[src/rtl/apb_slave_if_p.sv]
// APB4 slave front-end for the timer register file. Latches each transfer in
// the setup phase, inserts a programmable number of wait states, issues a
// single-cycle register strobe and reports decode/register-file errors.
module apb_slave_if_p #(
  parameter int unsigned       ADDR_W     = 12,
  parameter int unsigned       DATA_W     = 32,
  parameter int unsigned       WS_W       = 4,
  parameter logic [ADDR_W-1:0] ADDR_LIMIT = 12'h100,
  parameter bit                ALIGN_CHK  = 1'b1
) (
  input  logic                clk,
  input  logic                rst_n,
  input  logic                i_psel,
  input  logic                i_penable,
  input  logic                i_pwrite,
  input  logic [ADDR_W-1:0]   i_paddr,
  input  logic [DATA_W-1:0]   i_pwdata,
  input  logic [DATA_W/8-1:0] i_pstrb,
  input  logic [WS_W-1:0]     i_wait_cfg,
  input  logic [DATA_W-1:0]   i_rdata,
  input  logic                i_error,
  output logic                o_pready,
  output logic                o_pslverr,
  output logic [DATA_W-1:0]   o_prdata,
  output logic                o_reg_ren,
  output logic                o_reg_wen,
  output logic [ADDR_W-1:0]   o_addr,
  output logic [DATA_W-1:0]   o_wdata,
  output logic [DATA_W/8-1:0] o_byte_en,
  output logic                o_busy
);

  typedef enum logic [1:0] {StIdle, StWait, StAccess, StResp} state_e;

  state_e              r_state, w_state_d;
  logic [WS_W-1:0]     r_cnt;
  logic                r_write;
  logic                r_derr;
  logic [ADDR_W-1:0]   r_addr;
  logic [DATA_W-1:0]   r_wdata;
  logic [DATA_W/8-1:0] r_byte_en;
  logic                r_pready;
  logic                r_pslverr;
  logic [DATA_W-1:0]   r_prdata;

  logic w_setup;     // setup phase accepted this cycle
  logic w_complete;  // ACCESS cycle that will raise pready
  logic w_derr;      // decode error of the address on the bus
  logic w_err;       // error reported for the transfer in ACCESS

  assign w_derr = (i_paddr >= ADDR_LIMIT) || (ALIGN_CHK && (i_paddr[1:0] != 2'b00));
  // A decode error masks the register-file error input.
  assign w_err  = r_derr | (i_error & ~r_derr);

  // State register.
  always_ff @(posedge clk or negedge rst_n) begin
    if (!rst_n) begin
      r_state <= StIdle;
    end else begin
      r_state <= w_state_d;
    end
  end

  // Next-state decode; psel low in WAIT or ACCESS aborts the transfer.
  always_comb begin
    w_state_d  = r_state;
    w_setup    = 1'b0;
    w_complete = 1'b0;
    unique case (r_state)
      StIdle: begin
        // penable without a preceding setup phase is ignored.
        if (i_psel && !i_penable) begin
          w_setup   = 1'b1;
          w_state_d = (i_wait_cfg != '0) ? StWait : StAccess;
        end
      end
      StWait: begin
        if (!i_psel) begin
          w_state_d = StIdle;
        end else if (r_cnt == WS_W'(1)) begin
          w_state_d = StAccess;
        end
      end
      StAccess: begin
        if (!i_psel) begin
          w_state_d = StIdle;
        end else begin
          w_complete = 1'b1;
          w_state_d  = StResp;
        end
      end
      StResp: begin
        // Next setup phase can only arrive in the following cycle.
        w_state_d = StIdle;
      end
      default: w_state_d = StIdle;
    endcase
  end

  // Setup-phase latches, wait counter and registered response.
  always_ff @(posedge clk or negedge rst_n) begin
    if (!rst_n) begin
      r_cnt     <= '0;
      r_write   <= 1'b0;
      r_derr    <= 1'b0;
      r_addr    <= '0;
      r_wdata   <= '0;
      r_byte_en <= '0;
      r_pready  <= 1'b0;
      r_pslverr <= 1'b0;
      r_prdata  <= '0;
    end else begin
      if (w_setup) begin
        r_cnt     <= i_wait_cfg;
        r_write   <= i_pwrite;
        r_derr    <= w_derr;
        r_addr    <= i_paddr;
        r_wdata   <= i_pwdata;
        r_byte_en <= i_pwrite ? i_pstrb : '0;
      end else if (r_state == StWait) begin
        r_cnt <= r_cnt - WS_W'(1);
      end
      // pready/pslverr are high only in the RESP cycle.
      r_pready  <= w_complete;
      r_pslverr <= w_complete & w_err;
      if (w_complete && !r_write) begin
        r_prdata <= w_err ? '0 : i_rdata;
      end
    end
  end

  assign o_reg_wen = (r_state == StAccess) & r_write & ~r_derr;
  assign o_reg_ren = (r_state == StAccess) & ~r_write & ~r_derr;
  assign o_busy    = (r_state != StIdle);
  assign o_pready  = r_pready;
  assign o_pslverr = r_pslverr;
  assign o_prdata  = r_prdata;
  assign o_addr    = r_addr;
  assign o_wdata   = r_wdata;
  assign o_byte_en = r_byte_en;

endmodule

[config.mk]
export PLATFORM = sky130hd
export DESIGN_NAME = apb_slave_if_p
export DESIGN_NICKNAME = d
export VERILOG_FILES = /design/src/rtl/apb_slave_if_p.sv
export SDC_FILE = /design/constraint.sdc
export NUM_CORES = 1
export LEC_CHECK = 0
export ABC_AREA = 0
export CAP_MARGIN = 10
export CORE_ASPECT_RATIO = 0.75
export CORE_MARGIN = 2
export CORE_UTILIZATION = 37
export DETAILED_ROUTE_END_ITERATION = 8
export PLACE_DENSITY = 0.78
export SLEW_MARGIN = 20
export SYNTH_ARGS = -nofsm -noshare
export SYNTH_HDL_FRONTEND = slang
export SYNTH_SLANG_ARGS = --single-unit
[constraint.sdc]
create_clock -name clk -period 1.5 [get_ports clk]
set_input_delay 0.15 -clock clk [delete_from_list [all_inputs] [get_ports clk]]
set_output_delay 0.15 -clock clk [all_outputs]
set_load 0.05 [all_outputs]
[Word level (Yosys, flattened, before mapping)]
Index checks and enable logic that the tools add are counted.
Operators by class
  add/subtract/negate cells: 1
  multiply operators: 0
  div/mod/pow operators: 0
  magnitude comparators: 1
  eq/ne operators: 6
  shift operators: 0
  mux-type cells: 14
  bitwise logic cells: 9
  reduce and logical (&&, ||, !) cells: 11
Operator list (number)
  $mux W32: 1
  $ge A12 B9 Y1 const B: 1
  $mux W4: 3
  $mux W2: 5
  $pmux W2 S4: 1
  $and A1 B1 Y1: 6
  $reduce_bool A2 Y1: 3
  $eq A2 B2 Y1 const B: 2
  $eq A4 B1 Y1 const B: 1
  $mux W1: 4
  $reduce_bool A4 Y1: 1
  $sub A4 B1 Y4 const B: 1
  $ne A3 B3 Y1 const B: 1
  $eq A2 B1 Y1 const B: 1
  $logic_and A1 B1 Y1: 2
  $logic_not A1 Y1: 2
  $logic_not A2 Y1: 1
  $ne A2 B2 Y1 const B: 1
  $not A1 Y1: 2
  $reduce_and A2 Y1: 1
  $logic_or A1 B1 Y1: 1
  $or A1 B1 Y1: 1
Word-level totals
  flip-flop bits (word level): 90
  latch bits: 0
  memory bits (writable): 0
  ROM bits: 0
  logic and storage cells: 52
  memories: 0

[Longest topological paths before layout]
Gate-level depths: netlist (run 1).
  depth after elaboration: 5
  depth in mapped cells: 6
  gate-level depth less buffers: 5

[Least setup slack after synthesis (run 1)]
Ideal clock, no wire load.
  path kind: flip-flop to output port
  start: register r_state[0]
  end: output o_reg_ren
  arrival time: 2199 ps
  required time: 1350 ps
  setup slack: -849 ps
  cell stages (with the launch flop): 3
  path buffers: 1
  cells stage by stage: dfrtp_1 -> buf_2 -> nor4b_1
On the way
  longest elaborated chain between the ends: 3
Ends and longest elaborated chain
  from (decl): line 35  | state_e r_state, w_state_d;
  from (signal assigned): line 58  | r_state <= StIdle;
  from (signal assigned): line 60  | r_state <= w_state_d;
  $eq A2 B2 Y1: line 133  | assign o_reg_ren = (r_state == StAccess) & ~r_write & ~r_derr;
  $and A1 B1 Y1 (2 in series): line 133
  to (decl): line 25  | output logic o_reg_ren,
Every way passes these cells.

[Worst setup path after layout (run 1)]
  start: register r_state[0]
  end: register r_wdata[16] (netlist: o_wdata[16])
On the way
  longest elaborated chain between the ends: 2
Ends and longest elaborated chain
  $logic_not A2 Y1: line 69  | unique case (r_state)
  $mux W1: line 69
  to (signal assigned): line 118  | r_wdata <= i_pwdata;
  to (decl): line 40  | logic [DATA_W-1:0] r_wdata;
Every way passes these cells.
A chain may end at the register's enable or synchronous reset.

==> qor.yml, run 1 <==
grt:
  grt_max_degree: 65
  grt_pass1_vias: 2859
  track_usage_pct: 17.3
  grt_pass1_wl_microns: 14300
  antenna_found_initial: 0
  grt_remaining_overflow: 0
setup_path:
  crit_required_ns: 1.71
  arrival_ns: 1.79
  r2r_cells: 5
  crit_path_cell_trace: "buf_4 > nor4b_4 > buf_4 > buf_12 > mux2_4"
  critPathSlowestCell: "dfrtp_1"
  r2r_end: "o_wdata[16]"
  cp_max_fo: 13
  crit_top_cell: "buf_4"
  path_buf_inv: 3
  critPathTopFamily: "buffers and inverters"
  worst_path_largest_cell_delay_ns: 0.38
  cp-end-kind: "register"
  cp-start-kind: "register"
  cp.depth: 5
  reg2reg_setup_slack_ns: -0.08
  critical_path_class: "reg2reg"
  reg2reg_from: "r_state[0]"
timing:
  tightest_slew_ns: 0.471
  finalMaxSlewViolations: 0
  rsz0062_at_grt: "yes"
  setup_slack_ns: -0.0774
  max_freq_mhz: 634
  fin_hold_ws_ns: 0.320
  min_period_over_period_pct: 105
  finalSetupTns_ns: -2.33
  hold_violations: 0
  setup_viol: 47
  period_minus_slack_ns: 1.58
  slew_headroom_pct: 68.6
  skew_ns: 0.00474
placed_design:
  placedInstanceArea_sq_mm: 0.00569
  dp_slack_ns: -0.238
  placed_cells: 615
  io_buffers: 174
  gp_congestion: 0.794
  hpwl_microns: 6770
cells_and_area:
  fillers: 759
  final_common_cell: "buf_4"
  fin_nets: 589
  area_delta_synth_final_pct: 68.4
  fin_area_sq_mm: 0.00608
  multiInputGateArea_sq_mm: 0.00145
  antenna_cells: 0
  final_cells: 634
  drive_gt1_share_pct: 36.9
  final_util_pct: 63.4
  mostFrequentLayoutCells: "buf_4, dfrtp_1, clkdlybuf4s50_1"
  final-seq-area_sq_mm: 0.00225
synthesis:
  syn_inst: 302
  synth_edf_count: 0
  ys_seq_elements: 90
  syn_area_sq_mm: 0.00361
  synth_cell_types: 29
  syn_avg_cell_area_sq_um: 11.9
  ys_async_sr_fraction_pct: 100
  synth_top_area_cell: "dfrtp_1"
  synth_top_area_share_pct: 62.4
  synth_warnings: 0
  seq_area_frac_synth_pct: 62.4
  synth_area_leaders: "dfrtp_1, mux2_2, nand2_1, o21ai_0, mux2_1"
  synth_fp_nets: 394
  synthFlopType: "dfrtp_1"
min_path:
  hp-class: "in2async"
run:
  maxCapViolCount: 0
die:
  core_region_area_sq_mm: 0.00958
  die_area_sq_mm: 0.0106
  die_w_microns: 118
  die_h_microns: 89.5
  start_util_pct: 37.7
  io-pin-count: 175
  num_rows: 31
clock_tree:
  clkTransAtPathRegs_ns: 0.06
  cts_inserted_buffers: 9
  clock_latency_ns: 0.33
  clock_tree.root_cell: "clkbuf_16"
  clock-sinks: 90
  cts_tree: "done"
  cts.htree.levels: 3
  clk_path_buf_depth: 2
routing:
  route.met2.wl_microns: 4330
  dr.pass1.iters: 4
  dr_wl_met3_microns: 605
  drcViolationCount: 0
  viasPerCell: 4.52
  wl_met1_microns: 4070
  vias: 2864
  wl_per_cell_microns: 14.3
  first_iter_violations: 94
  top_layer: "met4"
  wl_microns: 9090
  postRouteAntennaNets: 0
power:
  power_mw: 12.6
  powerDensity_mw_per_mm2: 2070
  p_leak_nw: 2.80
  vdd_drop_max_mv: 1.76
status:
  outcome: "finished, violations left"
  violations: "setup timing"
==> Yosys cell counts, types with 2 or more instances <==
| cell | count |
|---|---|
| a21oi_1 | 2 |
| o21ai_0 | 38 |
| buf_6 | 5 |
| buf_2 | 3 |
| nand3_1 | 4 |
| dfrtp_1 | 90 |
| clkbuf_1 | 10 |
| a221o_1 | 3 |
| or4_1 | 2 |
| mux2_2 | 30 |
| nor2_1 | 8 |
| inv_1 | 9 |
| mux2_1 | 15 |
| ha_1 | 2 |
| nand2_1 | 66 |
| nand3b_1 | 2 |
==> where the power goes <==
group | internal [mW] | switching (mW) | leakage [nW]
Combinational | 2.59 | 3.83 | 1.50
Sequential | 3.26 | 0.542 | 1.14
Clock | 1.46 | 0.902 | 0.160
Total | 7.31 | 5.28 | 2.80
==> sequential cells by signal (all words and copies together) (netlist names) <==
name	count
r_cnt	4
o_pslverr	1
r_derr	1
r_state	2
o_prdata	32
o_byte_en	4
o_addr	12
r_write	1
o_pready	1
o_wdata	32
==> worst register-to-register path, stage by stage (launching register included) <==
cell and delay, ns:
dfrtp_1 0.38, buf_4 0.15, nor4b_4 0.24, buf_4 0.21, buf_12 0.17, mux2_4 0.31
==> cell type report <==
class / count / area share (%)
inverter: 9 / 0.556
clock buffer: 9 / 3.71
sequential: 90 / 37.1
tap: 132 / 2.72
multi-input combinational: 185 / 23.8
timing repair buffer: 202 / 30.7
clock inverter: 7 / 1.52
==> routing by layer <==
| metal | global-route usage [%] | up-vias |
|---|---|---|
| li1 | - | 1408 |
| met1 | 22.1 | 1340 |
| met2 | 28.5 | 105 |
| met3 | 5.99 | 11 |
| met4 | 4.82 | 0 |
| met5 | 0 | - |
==> how the worst max path moves through the flow <==
stage	start	endpoint	slack, ns
3_5_place_dp	i_penable	o_wdata[24]	-0.24
3_3_place_gp	i_penable	o_addr[7]	-0.18
2_1_floorplan	r_state[0]	o_reg_ren	-0.17
6_report	r_state[0]	o_wdata[16]	-0.08
5_1_grt	r_state[0]	o_wdata[13]	-0.13
4_1_cts	r_state[0]	o_wdata[16]	-0.07
==> cell families (layout without fill, tap and decap cells) <==
| group | Yosys count | in the layout | share of synthesized area [%] |
|---|---|---|---|
| flops | 90 | 90 | 62.4 |
| compound gates | 47 | 47 | 7.32 |
| xor+xnor | 1 | 1 | 0.243 |
| mux | 45 | 45 | 14.0 |
| simple gates | 90 | 90 | 11.3 |
| fa+ha+maj | 2 | 2 | 0.693 |
| buf+inv | 27 | 227 | 3.95 |
==> timing repair <==
action | CTS | global route
buffers inserted | 2 | 0
pin swaps | 4 | 2
hold buffers | 1 | 0
setup endpoints to repair | 50 | 53
hold endpoints to repair | 31 | 0
gates resized for setup | 6 | 6
Note: power is estimated with default switching activity, not from simulation.
==> run 2: changes to the inputs <==
--- a/config.mk
+++ b/config.mk
@@ -12,6 +12,7 @@
 export CORE_UTILIZATION = 37
 export DETAILED_ROUTE_END_ITERATION = 8
 export PLACE_DENSITY = 0.78
+export RECOVER_POWER = 25
 export SLEW_MARGIN = 20
 export SYNTH_ARGS = -nofsm -noshare
 export SYNTH_HDL_FRONTEND = slang
==> qor.yml, run 2 (synthesis results as in run 1) <==
timing:
  finalSetupTns_ns: -2.33  # -0.000140 ns
  skew_ns: 0.00522  # +0.000479 ns
  rsz0062_at_grt: "yes"
  setup_slack_ns: -0.0781  # -0.000691 ns
  hold_violations: 0  # unchanged
  period_minus_slack_ns: 1.58  # +0.000691 ns
  min_period_over_period_pct: 105  # about the same
  finalMaxSlewViolations: 0  # unchanged
  setup_viol: 47  # unchanged
  max_freq_mhz: 634  # about the same
  slew_headroom_pct: 41.8  # -27 points
  tightest_slew_ns: 0.873  # +0.402 ns
power:
  p_leak_nw: 2.79  # -0.27%
  vdd_drop_max_mv: 1.76  # about the same
  powerDensity_mw_per_mm2: 2070  # +0.18%
  power_mw: 12.6  # about the same
clock_tree:
  clk_path_buf_depth: 2  # unchanged
  cts_inserted_buffers: 9  # unchanged
  clock_latency_ns: 0.33  # about the same
  clock_tree.root_cell: "clkbuf_16"
  clkTransAtPathRegs_ns: 0.06  # about the same
  cts.htree.levels: 3  # unchanged
  cts_tree: "done"
  clock-sinks: 90  # unchanged
routing:
  wl_per_cell_microns: 14.3  # -0.33%
  first_iter_violations: 134  # +43%
  wl_microns: 9060  # -0.33%
  postRouteAntennaNets: 0  # unchanged
  vias: 2868  # +0.14%
  dr.pass1.iters: 4  # unchanged
  drcViolationCount: 0  # unchanged
  viasPerCell: 4.52  # +0.14%
setup_path:
  cp-end-kind: "register"
  crit_required_ns: 1.71  # about the same
  arrival_ns: 1.79  # about the same
  crit_path_cell_trace: "buf_4 > nor4b_4 > buf_4 > buf_12 > mux2_4"
  cp-start-kind: "register"
  path_buf_inv: 3  # unchanged
  worst_path_largest_cell_delay_ns: 0.38  # about the same
  crit_top_cell: "buf_4"
  critPathSlowestCell: "dfrtp_1"
  critical_path_class: "reg2reg"
  critPathTopFamily: "buffers and inverters"
  cp_max_fo: 13  # unchanged
grt:
  grt_remaining_overflow: 0  # unchanged
  grt_pass1_vias: 2859  # unchanged
  antenna_found_initial: 0  # unchanged
  track_usage_pct: 17.3  # unchanged
  grt_pass1_wl_microns: 14300  # unchanged
  grt_max_degree: 65  # unchanged
status:
  violations: "setup timing"
  outcome: "finished, violations left"
placed_design:
  io_buffers: 174  # unchanged
  hpwl_microns: 6770  # unchanged
  gp_congestion: 0.794  # unchanged
cells_and_area:
  final_common_cell: "buf_4"
  fin_nets: 589  # unchanged
  mostFrequentLayoutCells: "buf_4, dfrtp_1, clkdlybuf4s50_1"
  antenna_cells: 0  # unchanged
  area_delta_synth_final_pct: 68.0
  drive_gt1_share_pct: 36.7  # -0.20 points
die:
  die_w_microns: 118  # unchanged
  core_region_area_sq_mm: 0.00958  # unchanged
  num_rows: 31  # unchanged
  start_util_pct: 37.7  # unchanged
  die_h_microns: 89.5  # unchanged
  die_area_sq_mm: 0.0106  # unchanged
  io-pin-count: 175  # unchanged
run:
  maxCapViolCount: 0  # unchanged
min_path:
  hp-class: "in2reg"
run 2: cell count changes in the layout (fill, tap and decap cells not counted), sizes merged:
cell | previous run | this run
buf | 113 | 111
clkbuf | 9 | 11
run 2: area by class of cell:
cell class,count,area (sq um)
well taps,132,165
clock buffers,9,225
inverters,9,33.8
fillers,760,3520
flip-flops and latches,90,2250
repair buffers,202,1850
clock inverters,7,92.6
multi-input cells,185,1450
run 2: power breakdown:
group	switching, mW	internal [mW]	total (mW)
Combinational	3.83	2.59	6.42
Sequential	0.540	3.26	3.79
Clock	0.903	1.46	2.36
Total	5.28	7.30	12.6
run 2: metal layers:
layer | share of wire (%) | GRT usage (%) | wire, microns | vias to the layer above
li1 | - | - | - | 1408
met1 | 45 | 22.1 | 4040 | 1342
met2 | 48 | 28.5 | 4330 | 107
met3 | 6.7 | 5.99 | 608 | 11
met4 | 0.87 | 4.82 | 79 | 0
met5 | 0 | 0 | 0 | -
run 2: what timing repair did:
action,CTS,global route
pin swaps,4,2
buffers inserted,2,0
setup endpoints to repair,50,53
hold buffers,1,0
gates resized for setup,6,6
endpoints found under the hold margin,31,0
run 2: worst reg2reg max path, stage by stage (launching register included):
cell and delay (ns):
dfrtp_1 0.38, buf_4 0.15, nor4b_4 0.24, buf_4 0.21
buf_12 0.17, mux2_4 0.31
run 2: path summary, 6_finish.rpt:
check	start	to	slack (ns)	cells after the start
setup / recovery	r_state[0]	o_wdata[16]	-0.08	5
max in group asynchronous	rst_n	r_derr	0.23	3
hold reg to reg	o_prdata[28]	o_prdata[28]	0.48	2
hold / removal	i_rdata[3]	o_prdata[3]	0.37	3
setup reg to reg	r_state[0]	o_wdata[16]	-0.08	5
min in group asynchronous	rst_n	o_prdata[28]	0.47	2
run 2: through the flow:
stage / area (sq um) / instances / util [%] / setup WS, ns / hold WS, ns
2_1_floorplan: 3800 / 302 / - / -0.170 / -0.146
3_3_place_gp: 5690 / 615 / 59.4 / -0.184 / 0.135
3_5_place_dp: 5690 / 615 / 59.4 / -0.238 / 0.136
4_1_cts: 6060 / 634 / 63.2 / -0.0660 / 0.314
5_1_grt: 6060 / 634 / 63.3 / -0.130 / 0.360
6_report: 6060 / 634 / 63.3 / -0.0781 / 0.365
==> run 3: changes to the inputs <==
--- a/config.mk
+++ b/config.mk
@@ -6,12 +6,14 @@
 export NUM_CORES = 1
 export LEC_CHECK = 0
 export ABC_AREA = 0
-export CAP_MARGIN = 10
+export CAP_MARGIN = 15
+export CELL_PAD_IN_SITES_DETAIL_PLACEMENT = 0
+export CELL_PAD_IN_SITES_GLOBAL_PLACEMENT = 1
 export CORE_ASPECT_RATIO = 0.75
 export CORE_MARGIN = 2
-export CORE_UTILIZATION = 37
+export CORE_UTILIZATION = 30
 export DETAILED_ROUTE_END_ITERATION = 8
-export PLACE_DENSITY = 0.78
+export PLACE_DENSITY = 0.8
 export RECOVER_POWER = 25
 export SLEW_MARGIN = 20
 export SYNTH_ARGS = -nofsm -noshare
==> constraint.sdc (replaced) <==
create_clock -name clk -period 1.65 [get_ports clk]
set_input_delay 0.165 -clock clk [delete_from_list [all_inputs] [get_ports clk]]
set_output_delay 0.165 -clock clk [all_outputs]
set_load 0.05 [all_outputs]
==> qor.yml, run 3 (synthesis results as in run 1) <==
status:
  outcome: "finished clean"
timing:
  period_minus_slack_ns: 1.62
  min_period_over_period_pct: 98.0
  slew_headroom_pct: 40.9  # -0.85 points
  setup_viol: 0  # -100%
  rsz0062_at_grt: "yes"
  max_freq_mhz: 618
  skew_ns: 0.00612  # +0.000898 ns
  finalMaxSlewViolations: 0  # unchanged
  setup_slack_ns: 0.0328  # +0.111 ns
  tightest_slew_ns: 0.886  # +0.0128 ns
  hold_violations: 0  # unchanged
cells_and_area:
  area_delta_synth_final_pct: 60.5
  drive_gt1_share_pct: 27.1  # -9.5 points
  mostFrequentLayoutCells: "dfrtp_1, clkdlybuf4s50_1, buf_4"
  final_common_cell: "dfrtp_1"
  antenna_cells: 0  # unchanged
  final_util_pct: 49.7  # -14 points
  fin_nets: 577  # -2.0%
die:
  start_util_pct: 31.0  # -6.7 points
  core_region_area_sq_mm: 0.0117  # +22%
  die_h_microns: 99.0  # +11%
  die_w_microns: 131  # +11%
  num_rows: 34  # +9.7%
  io-pin-count: 175  # unchanged
  die_area_sq_mm: 0.0129  # +22%
clock_tree:
  clock_latency_ns: 0.33  # about the same
  cts.htree.levels: 3  # unchanged
  clkTransAtPathRegs_ns: 0.06  # about the same
  clock-sinks: 90  # unchanged
  clk_path_buf_depth: 2  # unchanged
  cts_inserted_buffers: 9  # unchanged
  cts_tree: "done"
  clock_tree.root_cell: "clkbuf_16"
grt:
  antenna_found_initial: 0  # unchanged
  track_usage_pct: 14.0  # -3.3 points
  grt_pass1_wl_microns: 14300  # -0.63%
  grt_pass1_vias: 2862  # +0.10%
  grt_max_degree: 65  # unchanged
  grt_remaining_overflow: 0  # unchanged
placed_design:
  hpwl_microns: 6690  # -1.2%
  io_buffers: 174  # unchanged
  dp_slack_ns: -0.106  # +0.132 ns
  gp_congestion: 0.729  # -8.2%
power:
  p_clk_share_pct: 18.2  # -0.6 points
  vdd_drop_max_mv: 1.32  # -25%
  p_int_mw: 5.83  # -20%
  switching_share_pct: 44.4  # +2.4 points
  switchingPower_mw: 4.65  # -12%
  p_seq_share_pct: 32.3  # +2.1 points
  p_comb_share_pct: 49.5  # -1.6 points
  powerDensity_mw_per_mm2: 1810  # -13%
  p_leak_nw: 2.58  # -7.5%
  power_mw: 10.5  # -17%
routing:
  drcViolationCount: 0  # unchanged
  dr.pass1.iters: 4  # unchanged
  wl_met1_microns: 3940  # -2.6%
  wl_microns: 9010  # -0.52%
  top_layer: "met4"
  route.met2.wl_microns: 4120  # -4.9%
  viasPerCell: 4.34  # -4.0%
  vias: 2830  # -1.3%
  dr_wl_met3_microns: 866  # +42%
  first_iter_violations: 81  # -40%
  wl_per_cell_microns: 13.8  # -3.3%
  postRouteAntennaNets: 0  # unchanged
run:
  maxCapViolCount: 0  # unchanged
setup_path:
  arrival_ns: 1.45  # -0.34 ns
  cp_max_fo: 10  # -3
  cp-start-kind: "register"
  path_buf_inv: 2  # -1
  cp-end-kind: "output port"
  critPathTopFamily: "flip-flops"
  critical_path_class: "reg2out"
  crit_path_cell_trace: "buf_6 > nor4bb_4 > buf_12"
  worst_path_largest_cell_delay_ns: 0.43  # +0.05 ns
  critPathSlowestCell: "dfrtp_1"
  crit_required_ns: 1.48  # -0.23 ns
min_path:
  hp-class: "in2reg"
==> run 3: tightest hold or removal path, delay by kind of cell <==
| family | cells | cell delay [ns] |
|---|---|---|
| compound gates | 1 | 0.06 |
| buf+inv | 1 | 0.39 |
| simple gates | 1 | 0.05 |
==> run 3: worst paths after layout <==
| kind | startpoint | cells past startpoint | slack [ns] | endpoint |
|---|---|---|---|---|
| max | r_state[0] | 3 | 0.03 | o_reg_wen |
| min | i_rdata[16] | 3 | 0.38 | o_prdata[16] |
| max reg2reg | r_cnt[1] | 5 | 0.08 | r_state[1] |
| min reg2reg | o_prdata[7] | 2 | 0.48 | o_prdata[7] |
| max in group asynchronous | rst_n | 3 | 0.33 | o_wdata[27] |
| min in group asynchronous | rst_n | 2 | 0.48 | o_addr[6] |
==> run 3: what timing repair did <==
| action | 4_1_cts | 5_1_grt |
|---|---|---|
| hold endpoints to repair | 29 | 0 |
| hold buffers | 1 | 0 |
| buffers inserted | 0 | 1 |
| pin swaps | 1 | 2 |
| endpoints found under the setup margin | 21 | 3 |
| resized for setup | 20 | 1 |
==> run 3: layer usage <==
metal,GRT usage (%),up-vias
li1,-,1390
met1,17.9,1319
met2,22.4,110
met3,5.54,11
met4,3.44,0
met5,0,-
==> run 3: power by group through the flow <==
stage	clock network, mW	logic [mW]	registers, mW
after floorplan	0	1.14	5.72
after global placement	0	5.27	3.40
after detailed placement	0	5.33	3.42
after CTS	1.99	5.22	3.39
after global routing	2.08	5.43	3.48
final	1.91	5.19	3.38
==> run 3: stage by stage <==
| stage | cells | hold slack [ns] | instance area [sq um] | setup TNS (ns) |
|---|---|---|---|---|
| CTS | 651 | 0.333 | 5790 | 0 |
| detailed placement | 634 | 0.156 | 5510 | -3.74 |
| global route | 652 | 0.389 | 5790 | -0.0129 |
| finish | 652 | 0.375 | 5790 | 0 |
| global placement | 634 | 0.147 | 5510 | -2.73 |
| floorplan | 302 | -0.131 | 3630 | -0.0911 |
==> run 3: final cells by class <==
cell class                 count  area (sq um)
tap                          162           203
clock buffer                  11           243
inverter                       9          33.8
timing repair buffer         190          1770
multi-input combinational    185          1250
clock inverter                 5          38.8
fill                        1095          5860
sequential                    90          2250
